[src/rtl/pico_seq_ctrl_pkg.sv]
`default_nettype none
// ============================================================================
// Module  : pico_pkg
// Brief   : Opcodes, ALU codes, sequencer states and control bundle for the
//           picoMIPS multi-cycle control sequencer.
// Revision: 1.0 - initial release
// ============================================================================
package pico_pkg;

  localparam logic [5:0] NOP  = 6'h00;
  localparam logic [5:0] ADD  = 6'h01;
  localparam logic [5:0] ADDI = 6'h02;
  localparam logic [5:0] LDI  = 6'h03;
  localparam logic [5:0] MUL  = 6'h04;
  localparam logic [5:0] BEQ  = 6'h05;
  localparam logic [5:0] INW  = 6'h06;
  localparam logic [5:0] HALT = 6'h3F;

  localparam logic [2:0] ALU_B   = 3'b000;
  localparam logic [2:0] ALU_ADD = 3'b010;
  localparam logic [2:0] ALU_SUB = 3'b011;

  typedef enum logic [2:0] {
    S_FETCH    = 3'd0,
    S_EXEC     = 3'd1,
    S_MUL_WAIT = 3'd2,
    S_IN_WAIT  = 3'd3,
    S_HALT     = 3'd4
  } seq_state_t;

  typedef struct packed {
    logic       ir_load;
    logic       pc_incr;
    logic       pc_load;
    logic       imm;
    logic       w1;
    logic [2:0] alu;
    logic       mul_start;
    logic       mul_sel;
    logic       in_sel;
    logic       in_ready;
    logic       halted;
  } ctrl_t;

endpackage
`default_nettype wire

[src/rtl/pico_seq_ctrl_if.sv]
`default_nettype none
// ============================================================================
// Module  : pico_seq_ctrl_if
// Brief   : Sequencer <-> instruction register / datapath signal bundle.
// Revision: 1.0 - initial release
// ============================================================================
interface pico_seq_ctrl_if #(
  parameter int ALU_W = 3
);
  logic [5:0]       opcode;
  logic             zflag;
  logic             in_valid;
  logic             in_ready;
  logic             ir_load;
  logic             PCincr;
  logic             PCload;
  logic             imm;
  logic             w1;
  logic [ALU_W-1:0] ALUfunc;
  logic             mul_start;
  logic             mul_sel;
  logic             in_sel;
  logic             halted;

  // master = sequencer, slave = instruction register / datapath side
  modport master (
    input  opcode, zflag, in_valid,
    output in_ready, ir_load, PCincr, PCload, imm, w1, ALUfunc,
           mul_start, mul_sel, in_sel, halted
  );

  modport slave (
    output opcode, zflag, in_valid,
    input  in_ready, ir_load, PCincr, PCload, imm, w1, ALUfunc,
           mul_start, mul_sel, in_sel, halted
  );
endinterface
`default_nettype wire

[src/rtl/pico_seq_ctrl_mul_timer.sv]
`default_nettype none
// ============================================================================
// Module  : pico_mul_timer
// Brief   : Loadable 4-bit down-counter timing the multiplier latency.
// Revision: 1.0 - initial release
// ============================================================================
module pico_mul_timer (
  input  wire logic       clk,
  input  wire logic       nReset,
  input  wire logic       load_i,
  input  wire logic [3:0] load_val_i,
  input  wire logic       dec_i,
  output logic            done_o
);
  import pico_pkg::*;

  logic [3:0] cnt_q;
  logic [3:0] cnt_d;

  always_comb begin
    cnt_d = cnt_q;
    if (load_i) begin
      cnt_d = load_val_i;
    end else if (dec_i && (cnt_q != 4'd0)) begin
      cnt_d = cnt_q - 4'd1;
    end
  end

  always_ff @(posedge clk or negedge nReset) begin
    if (!nReset) begin
      cnt_q <= 4'd0;
    end else begin
      cnt_q <= cnt_d;
    end
  end

  assign done_o = (cnt_q == 4'd0);
endmodule
`default_nettype wire

[src/rtl/pico_seq_ctrl.sv]
`default_nettype none
// ============================================================================
// Module  : pico_seq_ctrl
// Brief   : Multi-cycle control sequencer turning opcodes into timed strobes.
// Revision: 1.0 - initial release
// ============================================================================
module pico_seq_ctrl #(
  parameter int MUL_CYCLES = 4,
  parameter int ALU_W      = 3
) (
  input  wire logic        clk,
  input  wire logic        nReset,
  pico_seq_ctrl_if.master  bus
);
  import pico_pkg::*;

  seq_state_t state_q;
  seq_state_t state_d;
  ctrl_t      ctrl_w;
  ctrl_t      ctrl_out_w;
  logic       mul_load_w;
  logic       mul_dec_w;
  logic       mul_done_w;

  pico_mul_timer u_mul_timer (
    .clk        (clk),
    .nReset     (nReset),
    .load_i     (mul_load_w),
    .load_val_i (4'(MUL_CYCLES - 1)),
    .dec_i      (mul_dec_w),
    .done_o     (mul_done_w)
  );

  always_ff @(posedge clk or negedge nReset) begin
    if (!nReset) begin
      state_q <= S_FETCH;
    end else begin
      state_q <= state_d;
    end
  end

  always_comb begin
    state_d    = state_q;
    ctrl_w     = '0;
    mul_load_w = 1'b0;
    mul_dec_w  = 1'b0;
    unique case (state_q)
      S_FETCH: begin
        ctrl_w.ir_load = 1'b1;
        state_d        = S_EXEC;
      end
      S_EXEC: begin
        state_d = S_FETCH;
        case (bus.opcode)
          ADD, ADDI: begin
            ctrl_w.w1      = 1'b1;
            ctrl_w.alu     = ALU_ADD;
            ctrl_w.pc_incr = 1'b1;
            ctrl_w.imm     = (bus.opcode == ADDI);
          end
          LDI: begin
            ctrl_w.w1      = 1'b1;
            ctrl_w.imm     = 1'b1;
            ctrl_w.alu     = ALU_B;
            ctrl_w.pc_incr = 1'b1;
          end
          MUL: begin
            // With MUL_CYCLES==1 the timer loads 0, so MUL_WAIT completes at once.
            ctrl_w.mul_start = 1'b1;
            mul_load_w       = 1'b1;
            state_d          = S_MUL_WAIT;
          end
          BEQ: begin
            ctrl_w.pc_load = bus.zflag;
            ctrl_w.pc_incr = !bus.zflag;
          end
          INW:     state_d = S_IN_WAIT;
          HALT:    state_d = S_HALT;
          default: ctrl_w.pc_incr = 1'b1;
        endcase
      end
      S_MUL_WAIT: begin
        if (mul_done_w) begin
          ctrl_w.w1      = 1'b1;
          ctrl_w.mul_sel = 1'b1;
          ctrl_w.pc_incr = 1'b1;
          state_d        = S_FETCH;
        end else begin
          mul_dec_w = 1'b1;
        end
      end
      S_IN_WAIT: begin
        ctrl_w.in_ready = 1'b1;
        if (bus.in_valid) begin
          ctrl_w.w1      = 1'b1;
          ctrl_w.in_sel  = 1'b1;
          ctrl_w.pc_incr = 1'b1;
          state_d        = S_FETCH;
        end
      end
      S_HALT:  ctrl_w.halted = 1'b1;
      default: state_d = S_FETCH;
    endcase
  end

  // Outputs are forced low for the whole time reset is held, even though
  // the state register already sits at FETCH.
  assign ctrl_out_w = nReset ? ctrl_w : '0;

  assign bus.ir_load   = ctrl_out_w.ir_load;
  assign bus.PCincr    = ctrl_out_w.pc_incr;
  assign bus.PCload    = ctrl_out_w.pc_load;
  assign bus.imm       = ctrl_out_w.imm;
  assign bus.w1        = ctrl_out_w.w1;
  assign bus.ALUfunc   = ALU_W'(ctrl_out_w.alu);
  assign bus.mul_start = ctrl_out_w.mul_start;
  assign bus.mul_sel   = ctrl_out_w.mul_sel;
  assign bus.in_sel    = ctrl_out_w.in_sel;
  assign bus.in_ready  = ctrl_out_w.in_ready;
  assign bus.halted    = ctrl_out_w.halted;
endmodule
`default_nettype wire

[src/flat_wrapper.sv]
// flat-port wrapper written by rule: the top's interface ports become plain ports
module pico_seq_ctrl_flat import pico_pkg::*;
#(
  parameter int MUL_CYCLES = 4,
  parameter int ALU_W      = 3
)
  (clk, nReset, bus_opcode, bus_zflag, bus_in_valid, bus_in_ready, bus_ir_load, bus_PCincr, bus_PCload, bus_imm, bus_w1, bus_ALUfunc, bus_mul_start, bus_mul_sel, bus_in_sel, bus_halted);
  pico_seq_ctrl_if #(.ALU_W(ALU_W)) bus_i ();
  input  wire logic clk;
  input  wire logic nReset;
  input wire logic [$bits(bus_i.opcode)-1:0] bus_opcode;
  input wire logic [$bits(bus_i.zflag)-1:0] bus_zflag;
  input wire logic [$bits(bus_i.in_valid)-1:0] bus_in_valid;
  output wire logic [$bits(bus_i.in_ready)-1:0] bus_in_ready;
  output wire logic [$bits(bus_i.ir_load)-1:0] bus_ir_load;
  output wire logic [$bits(bus_i.PCincr)-1:0] bus_PCincr;
  output wire logic [$bits(bus_i.PCload)-1:0] bus_PCload;
  output wire logic [$bits(bus_i.imm)-1:0] bus_imm;
  output wire logic [$bits(bus_i.w1)-1:0] bus_w1;
  output wire logic [$bits(bus_i.ALUfunc)-1:0] bus_ALUfunc;
  output wire logic [$bits(bus_i.mul_start)-1:0] bus_mul_start;
  output wire logic [$bits(bus_i.mul_sel)-1:0] bus_mul_sel;
  output wire logic [$bits(bus_i.in_sel)-1:0] bus_in_sel;
  output wire logic [$bits(bus_i.halted)-1:0] bus_halted;
  assign bus_i.opcode = bus_opcode;
  assign bus_i.zflag = bus_zflag;
  assign bus_i.in_valid = bus_in_valid;
  assign bus_in_ready = bus_i.in_ready;
  assign bus_ir_load = bus_i.ir_load;
  assign bus_PCincr = bus_i.PCincr;
  assign bus_PCload = bus_i.PCload;
  assign bus_imm = bus_i.imm;
  assign bus_w1 = bus_i.w1;
  assign bus_ALUfunc = bus_i.ALUfunc;
  assign bus_mul_start = bus_i.mul_start;
  assign bus_mul_sel = bus_i.mul_sel;
  assign bus_in_sel = bus_i.in_sel;
  assign bus_halted = bus_i.halted;
  pico_seq_ctrl #(.MUL_CYCLES(MUL_CYCLES), .ALU_W(ALU_W)) u_core (.clk(clk), .nReset(nReset), .bus(bus_i));
endmodule
[config.mk]
export PLATFORM = sky130hd
export DESIGN_NAME = pico_seq_ctrl_flat
export DESIGN_NICKNAME = d
export VERILOG_FILES = /design/src/rtl/pico_seq_ctrl_pkg.sv /design/src/rtl/pico_seq_ctrl_if.sv /design/src/rtl/pico_seq_ctrl_mul_timer.sv /design/src/rtl/pico_seq_ctrl.sv /design/src/flat_wrapper.sv
export SDC_FILE = /design/constraint.sdc
export NUM_CORES = 1
export LEC_CHECK = 0
export ABC_AREA = 1
export BUFFER_PORTS_ARGS = -buffer_cell sky130_fd_sc_hd__buf_2
export CORE_ASPECT_RATIO = 0.9
export CORE_MARGIN = 3
export CORE_UTILIZATION = 30
export DETAILED_ROUTE_END_ITERATION = 8
export PLACE_DENSITY = 0.58
export SLEW_MARGIN = 30
export SYNTH_ARGS = -nofsm -noshare
export SYNTH_HDL_FRONTEND = slang
export SYNTH_SLANG_ARGS = --single-unit
[constraint.sdc]
create_clock -name clk -period 1.85 [get_ports clk]
set_clock_uncertainty 0.1 [all_clocks]
set_input_delay 0.37 -clock clk [delete_from_list [all_inputs] [get_ports clk]]
set_output_delay 0.37 -clock clk [all_outputs]
set_load 0.05 [all_outputs]
==> flow_metrics.py, run 1 <==
metrics = {
    "run_status": {
        "status": "complete, but fails checks",
        "violations": "setup timing",
    },
    "sta": {
        "drv_slew": 0,
        "fin_crit_sh_pct": 107,
        "post-route-min-period_ns": 1.97,
        "setup_slack_ns": -0.122,
        "rsz0062_at_grt": "yes",
        "fin_worst_hold_slack_ns": 0.396,
        "hold_viol": 0,
        "fmax_mhz": 507,
        "setup_viol": 4,
    },
    "global_route": {
        "grt_max_degree": 10,
        "grt_overflow_total": 0,
        "grt_antenna_before_repair": 0,
        "grtUsageTotal_pct": 14.3,
        "grt_pass1_wl_um": 2880,
        "grt_pass1_vias": 714,
    },
    "finish": {
        "synthToLayoutAreaGrowth_pct": 62.5,
        "drive_gt1_share_pct": 47.4,
        "diodes": 0,
        "regArea_um2": 178,
        "multiInputGateArea_um2": 430,
        "nFillCells": 206,
        "final_area_mm2": 0.00102,
        "final_common_cell": "buf_4",
        "nets": 150,
        "layout_common_cells": "buf_4, nand2_1, inv_1",
        "fin_util_pct": 52.2,
    },
    "logic_synthesis": {
        "synthFlopType": "dfrtp_1",
        "yosys_warnings": 0,
        "async_flop_share_pct": 100,
        "ys_seq_area_share_pct": 27.9,
        "postSynthAreaPerCell_um2": 6.33,
        "netlist_instances": 99,
        "ys_ff_latch": 7,
        "synth_edf_count": 0,
        "synth_area_um2": 627,
        "synth.distinct_cells": 24,
    },
    "setup_path": {
        "worstSetupStartpointType": "register",
        "timing.rr.start": "u_core.u_mul_timer.cnt_q[0]",
        "worstSetupEndpointType": "output pin",
        "arrival_ns": 1.50,
        "critical_path_class": "reg -> out",
        "reg2regPathDepth": 8,
        "path_max_fanout": 2,
        "cp-endpoint": "bus_w1",
        "r2r_slack_ns": 0.36,
        "critPathLaunch": "u_core.u_mul_timer.cnt_q[0]",
        "required_ns": 1.38,
        "r2r_end": "u_core.u_mul_timer.cnt_q[1]",
    },
    "die": {
        "die_x_um": 54.2,
        "die_height_um": 49.4,
        "boundaryPins": 23,
        "die_area_mm2": 0.00267,
        "core-area_mm2": 0.00195,
        "rows": 15,
        "initial_utilization_pct": 32.1,
    },
    "routing": {
        "drcViolationCount": 0,
        "drtIter0Drc": 12,
        "vias_per_cell": 4.53,
        "ant_nets": 0,
        "dr.pass1.iters": 4,
        "wire_per_inst_um": 10.5,
        "drt_wl_total_um": 1700,
        "vias": 734,
    },
    "power": {
        "cellPowerDensity_mw_per_mm2": 1010,
        "ir_drop_mv": 0.474,
        "power.total_w": 0.00103,
        "p_leak_nw": 0.509,
    },
    "clocking": {
        "clock-root-buffer": "clkbuf_4",
        "cts_made_buffers": 3,
        "cts_tree": "done",
        "clkTransAtPathRegs_ns": 0.05,
        "cts_buffer_depth": 2,
        "clk_latency_ns": 0.25,
        "h-tree-depth": 1,
        "cts.sinks": 7,
    },
    "placement": {
        "routabilityCongestion": 0.820,
        "dp_hpwl_um": 1330,
        "port-buffer-count": 20,
        "dpl_worst_slack_ns": -0.0402,
        "post_dp_cell_area_um2": 825,
    },
    "hold_path": {
        "holdCritPathClass": "in -> reg",
    },
    "job": {
        "max-cap-violations": 0,
    },
}
per-stage QoR:
step                      std cells  TNS [ns]
after floorplan                 100     -1.05
after global placement          151   -0.0399
after detailed placement        151   -0.0402
after CTS                       159    -0.274
after global routing            162     -1.04
final                           162    -0.349
state kept, by name (all words and copies together), names as in the netlist:
signal,flops
u_core.state_q,3
u_core.u_mul_timer.cnt_q,4
how the worst min path moves through the flow:
stage	from	endpoint	slack [ns]	cells past startpoint
finish	bus_in_valid	u_core.state_q[1]	0.40	4
global route	bus_in_valid	u_core.state_q[1]	0.42	4
CTS	bus_in_valid	u_core.state_q[1]	0.39	4
detailed placement	nReset	u_core.u_mul_timer.cnt_q[2]	0.20	2
global placement	nReset	u_core.state_q[1]	0.20	2
floorplan	nReset	u_core.state_q[0]	-0.03	0
per-layer routing:
layer	vias up	share of wire (%)	global-route usage, %
met4	0	0	2.49
met3	0	4.9	5.20
met2	18	51	23.3
met1	330	44	17.7
li1	386	-	-
met5	-	0	0
power by group:
| group | switching (W) | internal [W] |
|---|---|---|
| sequential | 0.0000546 | 0.000208 |
| clock | 0.0000515 | 0.0000820 |
| combinational | 0.000348 | 0.000285 |
worst max-delay path, stage by stage (launching register included):
cell and delay (ns):
dfrtp_1 0.39, inv_2 0.09, ha_4 0.15, nand3_4 0.07, inv_2 0.06, nand2_2 0.04
o21a_1 0.13, a21oi_2 0.14, buf_6 0.18
synth_stat cells (2+ instances only):
library cell | instances | share of area [%]
inv_1 | 18 | 11
nor2_1 | 18 | 11
nand2_1 | 16 | 9.6
nand3_1 | 12 | 9.6
dfrtp_1 | 7 | 28
nor3_1 | 3 | 2.4
o21ai_0 | 3 | 2.4
a21oi_1 | 2 | 1.6
buf_4 | 2 | 2.4
ha_1 | 2 | 4.0
nand2_2 | 2 | 2.0
nand4_1 | 2 | 2.0
final cells by class:
type	instances	area share (%)
Clock buffer	4	2.58
Sequential cell	7	17.4
Timing Repair Buffer	35	26.5
Inverter	21	8.11
Tap cell	25	3.07
Multi-Input combinational cell	70	42.3
repair_timing:
| action | in CTS | in global routing |
|---|---|---|
| pin swaps | 5 | 3 |
| endpoints found under the setup margin | 9 | 10 |
| endpoints found under the hold margin | 7 | 0 |
| buffers inserted | 3 | 3 |
| hold buffers | 1 | 0 |
| gates resized for setup | 28 | 13 |
kinds of logic after synthesis:
logic type | count (synthesis) | share of synthesized area, %
AND/OR/NAND/NOR | 57 | 43.5
other | 1 | 0.598
buffers and inverters | 23 | 15.2
XOR/XNOR | 1 | 1.40
flip-flops | 7 | 27.9
AO/OA/AOI/OAI | 8 | 7.39
adder cells (fa/ha/maj) | 2 | 3.99
Note: power is estimated with default switching activity, not from simulation.
==> inputs of run 2 (changes only) <==
--- a/config.mk
+++ b/config.mk
@@ -7,7 +7,6 @@
 export LEC_CHECK = 0
 export ABC_AREA = 1
 export BUFFER_PORTS_ARGS = -buffer_cell sky130_fd_sc_hd__buf_2
-export CORE_ASPECT_RATIO = 0.9
 export CORE_MARGIN = 3
 export CORE_UTILIZATION = 30
 export DETAILED_ROUTE_END_ITERATION = 8
==> run 2 against run 1 <==
The run still ends with setup timing left. Sequential cell count unchanged. Wire length grew 7.5%. Via count up 2.2%. Combinational power fell by 8.8%. Largest cell class unchanged. Largest power group unchanged.
==> flow_metrics.py, run 2 (synthesized netlist as in run 1, its figures left out) <==
metrics = {
    "hold_path": {
        "hold_depth": 5,
        "hold_start": "bus_opcode[5]",
        "min_to": "u_core.state_q[2]",
        "holdCritPathClass": "in -> reg",
    },
    "sta": {
        "drv_slew": 0,
        "post-route-min-period_ns": 1.96,
        "fmax_mhz": 509,
        "setup_slack_ns": -0.114,
        "rsz0062_at_grt": "yes",
        "hold_viol": 0,
        "setup_viol": 5,
        "fin_crit_sh_pct": 106,
    },
    "clocking": {
        "clk_latency_ns": 0.26,
        "clkTransAtPathRegs_ns": 0.06,
        "cts_tree": "done",
        "h-tree-depth": 1,
        "cts_made_buffers": 3,
        "cts_buffer_depth": 2,
        "cts.sinks": 7,
        "clock-root-buffer": "clkbuf_4",
    },
    "routing": {
        "wire_per_inst_um": 11.3,
        "vias": 750,
        "drcViolationCount": 0,
        "ant_nets": 0,
        "vias_per_cell": 4.66,
        "dr.pass1.iters": 4,
        "drtIter0Drc": 9,
        "drt_wl_total_um": 1820,
    },
    "power": {
        "p_seq_share_pct": 26.3,
        "p_comb_share_pct": 58.7,
        "p_leak_nw": 0.506,
        "p_sw_share_pct": 46.4,
        "pwr-share-clk_pct": 14.9,
        "ir_drop_mv": 0.377,
        "power.total_w": 0.000982,
        "p_int_w": 0.000527,
        "power.switching_w": 0.000455,
        "cellPowerDensity_mw_per_mm2": 970,
    },
    "finish": {
        "largest_reg_flops": 4,
        "diodes": 0,
        "regMostFlops": "u_core.u_mul_timer.cnt_q",
        "multiInputGateArea_um2": 429,
        "nFillCells": 182,
        "synthToLayoutAreaGrowth_pct": 61.5,
        "final_common_cell": "buf_4",
        "fin_cells": 161,
        "layout_common_cells": "buf_4, nand2_1, nor2_1, inv_1, nand3_1",
        "final_area_mm2": 0.00101,
        "regArea_um2": 178,
        "reg_top3": "u_core.u_mul_timer.cnt_q: 4 flops, u_core.state_q: 3 flops",
        "nets": 149,
        "drive_gt1_share_pct": 46.3,
    },
    "setup_path": {
        "required_ns": 1.38,
        "r2r_end": "u_core.u_mul_timer.cnt_q[2]",
        "r2r_slack_ns": 0.27,
        "critPathLaunch": "u_core.state_q[0]",
        "arrival_ns": 1.49,
        "reg2regPathDepth": 11,
        "path_max_fanout": 5,
        "critical_path_class": "reg -> out",
        "worstSetupStartpointType": "register",
        "worstSetupEndpointType": "output pin",
        "timing.rr.start": "u_core.u_mul_timer.cnt_q[1]",
    },
    "die": {
        "initial_utilization_pct": 34.1,
        "die_x_um": 51.7,
        "boundaryPins": 23,
        "die_area_mm2": 0.00267,
        "die_height_um": 51.7,
        "rows": 15,
        "core-area_mm2": 0.00184,
    },
    "global_route": {
        "grt_antenna_before_repair": 0,
        "grt_max_degree": 10,
        "grtUsageTotal_pct": 14.8,
        "grt_overflow_total": 0,
        "grt_pass1_vias": 724,
        "grt_pass1_wl_um": 2960,
    },
    "placement": {
        "routabilityCongestion": 0.825,
        "dp_hpwl_um": 1330,
        "dpl_worst_slack_ns": -0.0594,
        "placedCellCount": 151,
        "port-buffer-count": 20,
        "post_dp_cell_area_um2": 825,
    },
    "job": {
        "max-cap-violations": 0,
    },
    "run_status": {
        "violations": "setup timing",
        "status": "complete, but fails checks",
    },
}
-- run 2: cell count changes in the layout (fill, tap and decap cells not counted) --
cell	change
nor2_2	-1
inv_4	+1
nand3_4	-1
buf_4	-1
nand3_2	+1
nand4_4	+1
nand4_2	-1
nor2_1	+1
inv_2	-1
-- run 2: what timing repair did --
item,4_1_cts,5_1_grt
pin swaps,5,2
endpoints found under the setup margin,9,10
resized for setup,30,12
endpoints found under the hold margin,7,0
hold buffers,1,0
setup buffers,3,2
-- run 2: per-stage QoR --
| step | hold WS (ns) | util, % | setup TNS, ns |
|---|---|---|---|
| floorplan | -0.0256 | - | -1.05 |
| global placement | 0.200 | 44.8 | -0.0556 |
| detailed placement | 0.203 | 44.8 | -0.0594 |
| CTS | 0.373 | 52.5 | -0.263 |
| global route | 0.393 | 55.0 | -0.823 |
| finish | 0.382 | 55.0 | -0.313 |
-- run 2: worst max-delay path by stage --
stage | slack, ns | cells past startpoint | to
after floorplan | -0.32 | 3 | bus_in_sel
after global placement | -0.06 | 6 | bus_w1
after detailed placement | -0.06 | 6 | bus_w1
after CTS | -0.12 | 8 | bus_PCincr
after global routing | -0.20 | 8 | bus_w1
final | -0.11 | 5 | bus_PCincr
-- run 2: power by group through the flow --
stage / Sequential (W) / Combinational, W / Clock, W
after floorplan: 0.000243 / 0.000312 / 0
after global placement: 0.000250 / 0.000440 / 0
after detailed placement: 0.000251 / 0.000446 / 0
after CTS: 0.000257 / 0.000536 / 0.000149
after global routing: 0.000264 / 0.000639 / 0.000158
final: 0.000259 / 0.000577 / 0.000147
-- run 2: cell type report --
cell class | count | share of cell area (%)
tap | 25 | 3.09
multi-input combinational | 70 | 42.4
timing repair buffer | 34 | 26.0
inverter | 21 | 8.41
sequential | 7 | 17.6
clock buffer | 4 | 2.60
-- run 2: metal layers --
layer	track usage, %	vias to the layer above	part of all wire (%)
li1	-	382	-
met1	18.5	344	45
met2	24.2	21	50
met3	2.58	3	4.5
met4	7.86	0	0.93
met5	0	-	0
-- run 2: worst max-delay path, stage by stage, from the launching register on --
cell and delay (ns):
dfrtp_2 0.46, nor3_4 0.23, nand2_2 0.08, o21a_1 0.14, a21oi_2 0.15, buf_6 0.18
